==> config.mk <==
export PLATFORM = sky130hd
export DESIGN_NAME = decode_stage
export DESIGN_NICKNAME = d
export VERILOG_FILES = /design/src/rtl/decode_pkg.sv /design/src/rtl/inst_field_decode.sv /design/src/rtl/decode_stage.sv
export SDC_FILE = /design/constraint.sdc
export NUM_CORES = 1
export LEC_CHECK = 0
export BUFFER_PORTS_ARGS = -buffer_cell sky130_fd_sc_hd__buf_2
export CORE_MARGIN = 2
export CORE_UTILIZATION = 35
export DETAILED_ROUTE_END_ITERATION = 8
export GPL_ROUTABILITY_DRIVEN = 0
export PLACE_DENSITY_LB_ADDON = 0.05
export SLEW_MARGIN = 20
export SYNTH_ARGS = -nofsm -noshare
export SYNTH_HDL_FRONTEND = slang
export SYNTH_SLANG_ARGS = --single-unit
==> constraint.sdc <==
create_clock -name clk -period 6.7 [get_ports clk]
set_clock_uncertainty 0.2 [all_clocks]
set_input_delay 0.67 -clock clk [delete_from_list [all_inputs] [get_ports clk]]
set_output_delay 0.67 -clock clk [all_outputs]
set_load 0.05 [all_outputs]
==> src/rtl/decode_pkg.sv <==
// Shared opcodes, format codes and the per-entry decode bundle
// used by the RV32I/RV64I decode stage.
package decode_pkg;

    localparam logic [6:0] OP_R      = 7'b0110011;
    localparam logic [6:0] OP_IMM    = 7'b0010011;
    localparam logic [6:0] OP_LOAD   = 7'b0000011;
    localparam logic [6:0] OP_STORE  = 7'b0100011;
    localparam logic [6:0] OP_BRANCH = 7'b1100011;
    localparam logic [6:0] OP_JAL    = 7'b1101111;
    localparam logic [6:0] OP_JALR   = 7'b1100111;
    localparam logic [6:0] OP_LUI    = 7'b0110111;
    localparam logic [6:0] OP_AUIPC  = 7'b0010111;
    localparam logic [6:0] OP_IMM32  = 7'b0011011;
    localparam logic [6:0] OP_R32    = 7'b0111011;

    // Widest case; the stage slices these down to its XLEN.
    localparam int IMM_W = 64;
    localparam int RS2_W = 6;

    typedef enum logic [2:0] {
        FMT_R,
        FMT_I,
        FMT_S,
        FMT_B,
        FMT_U,
        FMT_J,
        FMT_ILL
    } fmt_e;

    typedef struct packed {
        logic [6:0]       opcode;
        logic [4:0]       rs1;
        logic [RS2_W-1:0] rs2;
        logic [4:0]       rd;
        logic [3:0]       alu_func;
        logic [IMM_W-1:0] imm;
        fmt_e             fmt;
        logic             illegal;
    } decoded_t;

endpackage

==> src/rtl/inst_field_decode.sv <==
// Combinational field extraction and legality check for one
// 32-bit RV32I/RV64I instruction word.
module inst_field_decode
    import decode_pkg::*;
#(
    parameter int XLEN = 32
) (
    input  logic [31:0] inst_i,
    output decoded_t    dec_o
);

    localparam bit RV64 = (XLEN == 64);

    logic [6:0]  op;
    logic [2:0]  f3;
    logic [6:0]  f7;
    logic [4:0]  rs1;
    logic [4:0]  rs2;
    logic [4:0]  rd;
    logic [5:0]  shamt;
    logic [63:0] imm_i;
    logic [63:0] imm_s;
    logic [63:0] imm_b;
    logic [63:0] imm_j;
    logic [63:0] imm_u;
    logic        sh_zero;
    logic        sh_alt;
    logic        w_zero;
    logic        w_alt;
    logic        ill;
    decoded_t    d;

    assign op    = inst_i[6:0];
    assign f3    = inst_i[14:12];
    assign f7    = inst_i[31:25];
    assign rs1   = inst_i[19:15];
    assign rs2   = inst_i[24:20];
    assign rd    = inst_i[11:7];
    assign shamt = {inst_i[25] & RV64, inst_i[24:20]};

    assign imm_i = {{52{inst_i[31]}}, inst_i[31:20]};
    assign imm_s = {{52{inst_i[31]}}, inst_i[31:25], inst_i[11:7]};
    assign imm_b = {{51{inst_i[31]}}, inst_i[31], inst_i[7],
                    inst_i[30:25], inst_i[11:8], 1'b0};
    assign imm_j = {{43{inst_i[31]}}, inst_i[31], inst_i[19:12],
                    inst_i[20], inst_i[30:21], 1'b0};
    assign imm_u = {{32{inst_i[31]}}, inst_i[31:12], 12'b0};

    // On RV64 bit 25 belongs to the shamt, so only [31:26] qualify.
    always_comb begin
        if (RV64) begin
            sh_zero = (inst_i[31:26] == 6'b000000);
            sh_alt  = (inst_i[31:26] == 6'b010000);
        end else begin
            sh_zero = (f7 == 7'b0000000);
            sh_alt  = (f7 == 7'b0100000);
        end
    end

    assign w_zero = (f7 == 7'b0000000);
    assign w_alt  = (f7 == 7'b0100000);

    always_comb begin
        d        = '0;
        d.opcode = op;
        d.fmt    = FMT_ILL;
        ill      = 1'b0;
        case (op)
            OP_R, OP_R32: begin
                d.fmt      = FMT_R;
                d.rs1      = rs1;
                d.rs2      = {1'b0, rs2};
                d.rd       = rd;
                d.alu_func = {inst_i[30], f3};
                if (f7 == 7'b0100000) begin
                    ill = !(f3 == 3'b000 || f3 == 3'b101);
                end else begin
                    ill = (f7 != 7'b0000000);
                end
                if (op == OP_R32 && !RV64) begin
                    ill = 1'b1;
                end
            end
            OP_IMM, OP_IMM32: begin
                d.fmt      = FMT_I;
                d.rs1      = rs1;
                d.rd       = rd;
                d.imm      = imm_i;
                d.alu_func = {1'b0, f3};
                if (f3 == 3'b001 || f3 == 3'b101) begin
                    d.alu_func[3] = inst_i[30] & f3[2];
                    if (op == OP_IMM) begin
                        d.rs2 = shamt;
                        ill = f3[2] ? !(sh_zero || sh_alt) : !sh_zero;
                    end else begin
                        d.rs2 = {1'b0, rs2};
                        ill = f3[2] ? !(w_zero || w_alt) : !w_zero;
                    end
                end
                if (op == OP_IMM32 && !RV64) begin
                    ill = 1'b1;
                end
            end
            OP_LOAD, OP_JALR: begin
                d.fmt      = FMT_I;
                d.rs1      = rs1;
                d.rd       = rd;
                d.imm      = imm_i;
                d.alu_func = {1'b0, f3};
                if (op == OP_JALR) begin
                    ill = (f3 != 3'b000);
                end else begin
                    ill = (f3 == 3'b111) ||
                          (!RV64 && (f3 == 3'b011 || f3 == 3'b110));
                end
            end
            OP_STORE: begin
                d.fmt      = FMT_S;
                d.rs1      = rs1;
                d.rs2      = {1'b0, rs2};
                d.imm      = imm_s;
                d.alu_func = {1'b0, f3};
                ill = f3[2] || (!RV64 && f3 == 3'b011);
            end
            OP_BRANCH: begin
                d.fmt      = FMT_B;
                d.rs1      = rs1;
                d.rs2      = {1'b0, rs2};
                d.imm      = imm_b;
                d.alu_func = {1'b0, f3};
                ill = (f3 == 3'b010 || f3 == 3'b011);
            end
            OP_JAL: begin
                d.fmt = FMT_J;
                d.rd  = rd;
                d.imm = imm_j;
            end
            OP_LUI, OP_AUIPC: begin
                d.fmt = FMT_U;
                d.rd  = rd;
                d.imm = imm_u;
            end
            default: begin
                ill = 1'b1;
            end
        endcase
        if (inst_i[1:0] != 2'b11) begin
            ill = 1'b1;
        end
        if (ill) begin
            d.rs1      = '0;
            d.rs2      = '0;
            d.rd       = '0;
            d.alu_func = '0;
            d.imm      = '0;
            d.fmt      = FMT_ILL;
        end
        d.illegal = ill;
    end

    assign dec_o = d;

endmodule

==> src/rtl/decode_stage.sv <==
// Registered decode stage: main/skid entry pair behind a
// valid/ready handshake with a registered in_ready.
module decode_stage
    import decode_pkg::*;
#(
    parameter  int XLEN    = 32,
    localparam int SHAMT_W = (XLEN == 64) ? 6 : 5
) (
    input  logic               clk,
    input  logic               reset,
    input  logic               flush,
    input  logic               in_valid,
    output logic               in_ready,
    input  logic [31:0]        in_inst,
    input  logic [XLEN-1:0]    in_pc,
    output logic               out_valid,
    input  logic               out_ready,
    output logic [XLEN-1:0]    out_pc,
    output logic [6:0]         out_opcode,
    output logic [4:0]         out_rs1,
    output logic [SHAMT_W-1:0] out_rs2,
    output logic [4:0]         out_rd,
    output logic [3:0]         out_alu_func,
    output logic [XLEN-1:0]    out_imm,
    output fmt_e               out_fmt,
    output logic               out_illegal
);

    typedef struct packed {
        logic [XLEN-1:0] pc;
        decoded_t        dec;
    } entry_t;

    decoded_t dec;
    entry_t   in_e;
    entry_t   main_d;
    entry_t   main_q;
    entry_t   skid_d;
    entry_t   skid_q;
    logic     main_v_d;
    logic     main_v_q;
    logic     skid_v_d;
    logic     skid_v_q;
    logic     in_fire;
    logic     drain;
    logic     unused_bits;

    inst_field_decode #(
        .XLEN (XLEN)
    ) u_fields (
        .inst_i (in_inst),
        .dec_o  (dec)
    );

    assign in_e     = '{pc: in_pc, dec: dec};
    assign in_ready = !skid_v_q;
    assign in_fire  = in_valid & in_ready;
    assign drain    = !main_v_q | out_ready;

    // in_ready is low whenever skid is occupied, so a refill from
    // skid never coincides with a new acceptance.
    always_comb begin
        main_d   = main_q;
        main_v_d = main_v_q;
        skid_d   = skid_q;
        skid_v_d = skid_v_q;
        if (flush) begin
            main_v_d = 1'b0;
            skid_v_d = 1'b0;
        end else if (drain) begin
            if (skid_v_q) begin
                main_d   = skid_q;
                main_v_d = 1'b1;
                skid_v_d = 1'b0;
            end else begin
                main_v_d = in_fire;
                if (in_fire) begin
                    main_d = in_e;
                end
            end
        end else if (in_fire) begin
            skid_d   = in_e;
            skid_v_d = 1'b1;
        end
    end

    always_ff @(posedge clk or posedge reset) begin
        if (reset) begin
            main_q   <= '0;
            skid_q   <= '0;
            main_v_q <= 1'b0;
            skid_v_q <= 1'b0;
        end else begin
            main_q   <= main_d;
            skid_q   <= skid_d;
            main_v_q <= main_v_d;
            skid_v_q <= skid_v_d;
        end
    end

    assign out_valid    = main_v_q;
    assign out_pc       = main_q.pc;
    assign out_opcode   = main_q.dec.opcode;
    assign out_rs1      = main_q.dec.rs1;
    assign out_rs2      = main_q.dec.rs2[SHAMT_W-1:0];
    assign out_rd       = main_q.dec.rd;
    assign out_alu_func = main_q.dec.alu_func;
    assign out_imm      = main_q.dec.imm[XLEN-1:0];
    assign out_fmt      = main_q.dec.fmt;
    assign out_illegal  = main_q.dec.illegal;

    assign unused_bits = ^{main_q.dec.imm, main_q.dec.rs2};

endmodule
# Word level (Yosys, flattened, before mapping)
# Cells that the tools add are included.
[op_classes]
n_reduce_logical = 31
n_mux = 25
addsub = 0
n_bitwise = 5
order_cmp = 0
shifts = 0
n_mul = 0
div_mod_pow = 0
eq_ne = 19
[op_table]
columns = ["operator", "n"]
rows = [
  ["$pmux 64 s5", 1],
  ["$mux 127", 2],
  ["$mux 87", 1],
  ["$eq 7x6->1 const B", 5],
  ["$eq 7x5->1 const B", 3],
  ["$eq 7x7->1 const B", 3],
  ["$pmux 3 s6", 1],
  ["$mux 5", 3],
  ["$mux 1", 14],
  ["$pmux 4 s3", 1],
  ["$reduce_or 4->1", 3],
  ["$pmux 5 s2", 1],
  ["$eq 3x3->1 const B", 3],
  ["$reduce_or 9->1", 1],
  ["$reduce_or 2->1", 4],
  ["$reduce_or 8->1", 1],
  ["$eq 7x2->1 const B", 1],
  ["$logic_not 7->1", 1],
  ["$logic_or 1x1->1", 7],
  ["$reduce_bool 7->1", 1],
  ["$eq 3x2->1 const B", 2],
  ["$pmux 1 s6", 1],
  ["$reduce_and 3->1", 2],
  ["$reduce_bool 3->1", 2],
  ["other kinds (9)", 16],
]
[totals]
register_bits = 223
wordCells = 100
ram_bits = 0
memories = 0
out_inout_bits = 96
mem_bits_ro = 0
input_bits = 69
latchBits = 0

# Depth between registers and ports, before layout
[logic_depth]
ltp_word = 11
ltp_mapped = 10
depth_no_buf = 5

# Hierarchy
# From an unflattened synthesis, not the netlist that was laid out.
[unflattened]
hier_cells = 747
hier_area_um2 = 10015.9
[by_module_without_submodules]
columns = ["module", "seq_area_each_um2", "area_each_um2", "cells_per_inst", "n_inst"]
rows = [
  ["decode_stage", 4754.6, 8496.9, 513, 1],
  ["inst_field_decode", 0.0, 1519.0, 234, 1],
]

# Worst setup path after synthesis
# No wires, ideal clock.
[synth_timing]
path_type = "input -> register"
from = "in in_inst[12]"
to = "reg skid_q[77] in the netlist's numbering"
slack_ps = 4299
arrival_time_ps = 2080
setup_time_ps = 120
stages = 7
t_required_ps = 6380
n_path_buf = 2
cell_sequence = "buf_2 -> nand4b_1 -> nor4b_2 -> o2111ai_4 -> and3_1 -> buf_2 -> a41o_1"
[synth_via]
elab_chain_len = 8
elab_cells_between_ends = 25
cone_classes = "eq/ne (6); mux (10); reduce/logical (9)"
[synth_lines]
columns = ["item", "line", "source"]
rows = [
  ["from (decl)", "decode_stage.sv:14", "input logic [31:0] in_inst,"],
  ["$eq 3x3->1 or $logic_not 3->1 (tied branches)", "inst_field_decode.sv:76, inst_field_decode.sv:90", ""],
  ["$logic_or 1x1->1", "inst_field_decode.sv:76", "ill = !(f3 == 3'b000 || f3 == 3'b101);"],
  ["$logic_not 1->1", "inst_field_decode.sv:76", ""],
  ["$mux 1", "inst_field_decode.sv:75", "if (f7 == 7'b0100000) begin"],
  ["$mux 1", "inst_field_decode.sv:80", "if (op == OP_R32 && !RV64) begin"],
  ["$pmux 1 s6", "inst_field_decode.sv:68", "case (op)"],
  ["$mux 1", "inst_field_decode.sv:147", "if (inst_i[1:0] != 2'b11) begin"],
  ["$mux 87 *", "inst_field_decode.sv:150", "if (ill) begin"],
  ["to (signal assigned)", "decode_stage.sv:95", "skid_q <= skid_d;"],
  ["to (decl)", "decode_stage.sv:39", "entry_t skid_q;"],
]
# Every way passes the cells marked *; elsewhere a longest branch is shown, timed or not.
# A chain may end at the register's enable or synchronous reset.

# Worst setup path in the final report
[layout_timing]
from = "reg skid_v_q"
to = "reg main_q, in the netlist out_illegal"
[layout_via]
elab_chain_len = 4
elab_cells_between_ends = 5
cone_classes = "mux (1); bitwise (1); reduce/logical (3)"
[layout_lines]
columns = ["item", "line", "source"]
rows = [
  ["from (decl)", "decode_stage.sv:43", "logic skid_v_q;"],
  ["from (signal assigned)", "decode_stage.sv:97", "skid_v_q <= skid_v_d;"],
  ["$logic_not 1->1", "decode_stage.sv:56", "assign in_ready = !skid_v_q;"],
  ["$and 1x1->1", "decode_stage.sv:57", "assign in_fire = in_valid & in_ready;"],
  ["$reduce_bool 2->1 (no source line)", "n/a", ""],
  ["$reduce_and 3->1 (no source line)", "n/a", ""],
  ["to (signal assigned)", "decode_stage.sv:94", "main_q <= main_d;"],
  ["to (decl)", "decode_stage.sv:37", "entry_t main_q;"],
]
# Parallel ways exist; a longest one is shown, timed or not.

==> key figures <==
Yosys
  – Cells after Synth: 957
  – Synthesized area: 8971 µm²
  – Distinct cells, synth: 54
  – Synth warn: 0
  – Synth Flop Type: dfrtp_1
  – Post-Synth XOR/XNOR Area: 0.09763%
  – Yosys reg bits: 190
  – Post-synthesis simple-gate area fraction: 19.74%
  – Post-Syn Area per Cell: 9.374 µm²
  – Asr flop ratio synth: 100.0%
  – Post-synthesis adder-cell area fraction: 0%
  – Largest family of logic cells by synthesized area: simple AND/OR/NAND/NOR gates
  – Sequential element share of the synthesized area: 53.00%
  – Complex-gate fraction of the synthesized area: 18.33%
  – Mapped Nets: 1,026
  – EDFF count, synth: 0
  – Mux share of post-synthesis cell area: 4.575%

Clock tree
  – Hold_buf cts: 0
  – CTS tree: done
  – Clock Latency Late Sink: 0.43 ns
  – Inserted Clock Buffers: 17
  – CTS-repair resized insts: 0
  – Post-CTS setup buffers: 0
  – Clock buffer depth: 2
  – Sink Count: 190
  – Clk slew on worst S/H paths: 0.07 ns
  – H-tree depth: 4
  – CTS Root Cell: clkbuf_16

Routing
  – Routed wire per std cell: 18.19 µm
  – Drt via density: 5.105
  – Via Count: 7,198
  – Final ANT Viol Nets: 0
  – Total wire length: 25,650 µm
  – Residual DRC count: 0
  – Pre-antenna DRT Iters: 5
  – Iter 0 DRT Violations: 408

Timing
  – Setup TNS: 0 ns
  – Fin crit share: 48.49%
  – Max-slew violations: 0
  – Tightest Pin Transition: 1.024 ns
  – Max Fclk: 0.3078 GHz
  – Final critical-path required period: 3.249 ns
  – Unrepaired setup endpoints after global routing: false
  – Hold Fails Final Rpt: 0
  – Final setup violation count: 0
  – Max-slew headroom at the worst pin: 31.50%

Global route
  – Largest net degree at the start of global routing: 135
  – Overflow after GRT: 0
  – Number of global-route vias before repair: 7,102
  – Initial antenna violation count: 1
  – GRT Total Usage: 19.52%
  – Global-route wire length before repair: 40,990 µm

Floorplan
  – Row Count: 58
  – Die ar.: 26,930 µm²
  – Initial Utilization: 35.63%
  – Core area: 25,180 µm²
  – Die height: 164.1 µm
  – Chip Width: 164.1 µm
  – # IOs: 165

Job
  – Max cap viols: 0

Layout
  – Fin util: 41.83%
  – Final net count: 1,135
  – Area of the multi-input gates: 3860 µm²
  – Register area: 4758 µm²
  – Filler instances: 2,563
  – Layout cells sized above 1: 22.61%
  – Area grow syn2layout: 17.42%

Power and ir drop
  – Sw Pwr: 0.9737 mW
  – Switch share: 32.98%
  – Pleak: 4.928 nW
  – Worst vdd ir: 0.0001523 V
  – Pwr/cell area: 280.3 nW/µm²
  – Cell internal pwr: 1.979 mW
  – Clock share of power: 36.1%
  – Comb power frac: 18.7%
  – Sequential Power Share: 45.2%

Setup path
  – Crit. End Element: flop
  – CP Data Required Time: 6.81 ns
  – CP Class: reg2reg
  – Critical Path Fanout Max: 35
  – Critical path arrival: 3.36 ns
  – Critical path startpoint category: flop

Hold path
  – Worst hold path type: in2async

Place
  – IO buf count: 164
  – HPWL after DPL: 16,040 µm

Run status
  – Status: completed
==> Yosys cell counts, types with 5 or more instances <==
| cell | count | share of area (%) |
|---|---|---|
| nand2_1 | 269 | 11 |
| a21oi_1 | 63 | 3.5 |
| nand2b_1 | 7 | 0.49 |
| mux2i_1 | 41 | 4.6 |
| nor2_1 | 19 | 0.79 |
| a41o_1 | 5 | 0.56 |
| and2_1 | 8 | 0.56 |
| dfrtp_1 | 190 | 53 |
| clkbuf_1 | 59 | 2.5 |
| a22o_1 | 7 | 0.68 |
| o21ai_0 | 103 | 5.7 |
| o31ai_1 | 26 | 2.2 |
| buf_2 | 15 | 0.84 |
| buf_6 | 6 | 0.75 |
| o31ai_2 | 24 | 3.3 |
| and3_1 | 35 | 2.4 |
| nor3_1 | 6 | 0.33 |
| nand3_1 | 16 | 0.89 |
==> power by group through the flow <==
stage               Sequential [mW]  Combinational, mW  Clock [mW]
global route                   1.35              0.603        1.14
detailed placement             1.35              0.561           0
CTS                            1.33              0.560        1.09
finish                         1.33              0.552        1.07
global placement               1.35              0.558           0
floorplan                      1.56              0.194           0
==> worst max-delay path, cell delays in order (launching register included) <==
cell     delay (ns)
dfrtp_4        0.83
nor2_1         0.20
or3_4          0.53
nor2_1         0.21
nand4_2        0.65
o221a_2        0.50
==> cells in the final DEF (no fill, tap or decap), drive strengths merged, types with 6 or more instances in the layout <==
| cell | synthesis | layout |
|---|---|---|
| nand2 | 269 | 269 |
| dfrtp | 190 | 190 |
| buf | 22 | 171 |
| o21ai | 104 | 104 |
| a21oi | 64 | 64 |
| o31ai | 50 | 50 |
| mux2i | 41 | 41 |
| and3 | 35 | 35 |
| nor2 | 20 | 20 |
| clkbuf | 59 | 20 |
| nand3 | 17 | 17 |
| and2 | 8 | 8 |
| inv | 3 | 8 |
| nand2b | 7 | 7 |
| a22o | 7 | 7 |
| nor3 | 6 | 6 |
==> sequential cells by signal, summed over array words and instances (netlist names) <==
signal        flops
out_valid         1
out_fmt           3
out_rs2           5
skid_q           94
out_imm          32
skid_v_q          1
out_pc           32
out_rd            5
out_opcode        7
out_illegal       1
out_alu_func      4
out_rs1           5
==> worst paths after layout <==
| path | cells after the start | to | slack [ns] | start |
|---|---|---|---|---|
| setup / recovery | 5 | out_illegal$_DFFE_PP0P_ | 3.45 | skid_v_q$_DFFE_PP0P_ |
| hold / removal | 2 | out_imm[2]$_DFFE_PP0P_ | 0.20 | reset |
| setup reg to reg | 5 | out_illegal$_DFFE_PP0P_ | 3.45 | skid_v_q$_DFFE_PP0P_ |
| hold reg to reg | 2 | skid_q[15]$_DFFE_PP0P_ | 0.27 | skid_q[15]$_DFFE_PP0P_ |
| max in group asynchronous | 3 | skid_v_q$_DFFE_PP0P_ | 4.78 | reset |
| min in group clk | 3 | skid_q[123]$_DFFE_PP0P_ | 0.24 | in_pc[28] |
==> cells by family after synthesis <==
kind of cell | after synthesis
multiplexers | 41
buffers and inverters | 84
XOR/XNOR | 1
AND/OR/NAND/NOR | 390
flip-flops | 190
AO/OA/AOI/OAI | 251
==> through the flow <==
stage | hold WS (ns) | cell area (µm²) | power (mW) | setup slack (ns) | std cells
after CTS | 0.2226 | 10530 | 2.988 | 3.215 | 1409
after global routing | 0.2286 | 10530 | 3.089 | 3.305 | 1409
after global placement | 0.2517 | 9921 | 1.911 | 3.236 | 1377
after detailed placement | 0.2608 | 9921 | 1.915 | 3.181 | 1377
final | 0.1972 | 10530 | 2.952 | 3.451 | 1410
after floorplan | 0.2403 | 8971 | 1.749 | 0.6595 | 957
==> layout make-up <==
cell class	count	share of cell area, %
Antenna cell	1	0.02376
Clock buffer	20	4.335
Clock inverter	12	1.437
Inverter	3	0.1782
Multi-Input combinational cell	683	36.64
Sequential cell	190	45.17
Tap cell	330	3.920
Timing Repair Buffer	171	8.291
==> layer usage <==
metal / wire, µm / vias to the layer above / share of wire (%) / GRT usage [%]
met5: 13 / - / 0.051 / 0
met4: 231 / 2 / 0.90 / 3.628
met3: 1336 / 15 / 5.2 / 4.520
met2: 11800 / 171 / 46 / 31.02
met1: 12270 / 3463 / 48 / 27.47
li1: - / 3547 / - / -
Note: power is estimated with default switching activity, not from simulation.
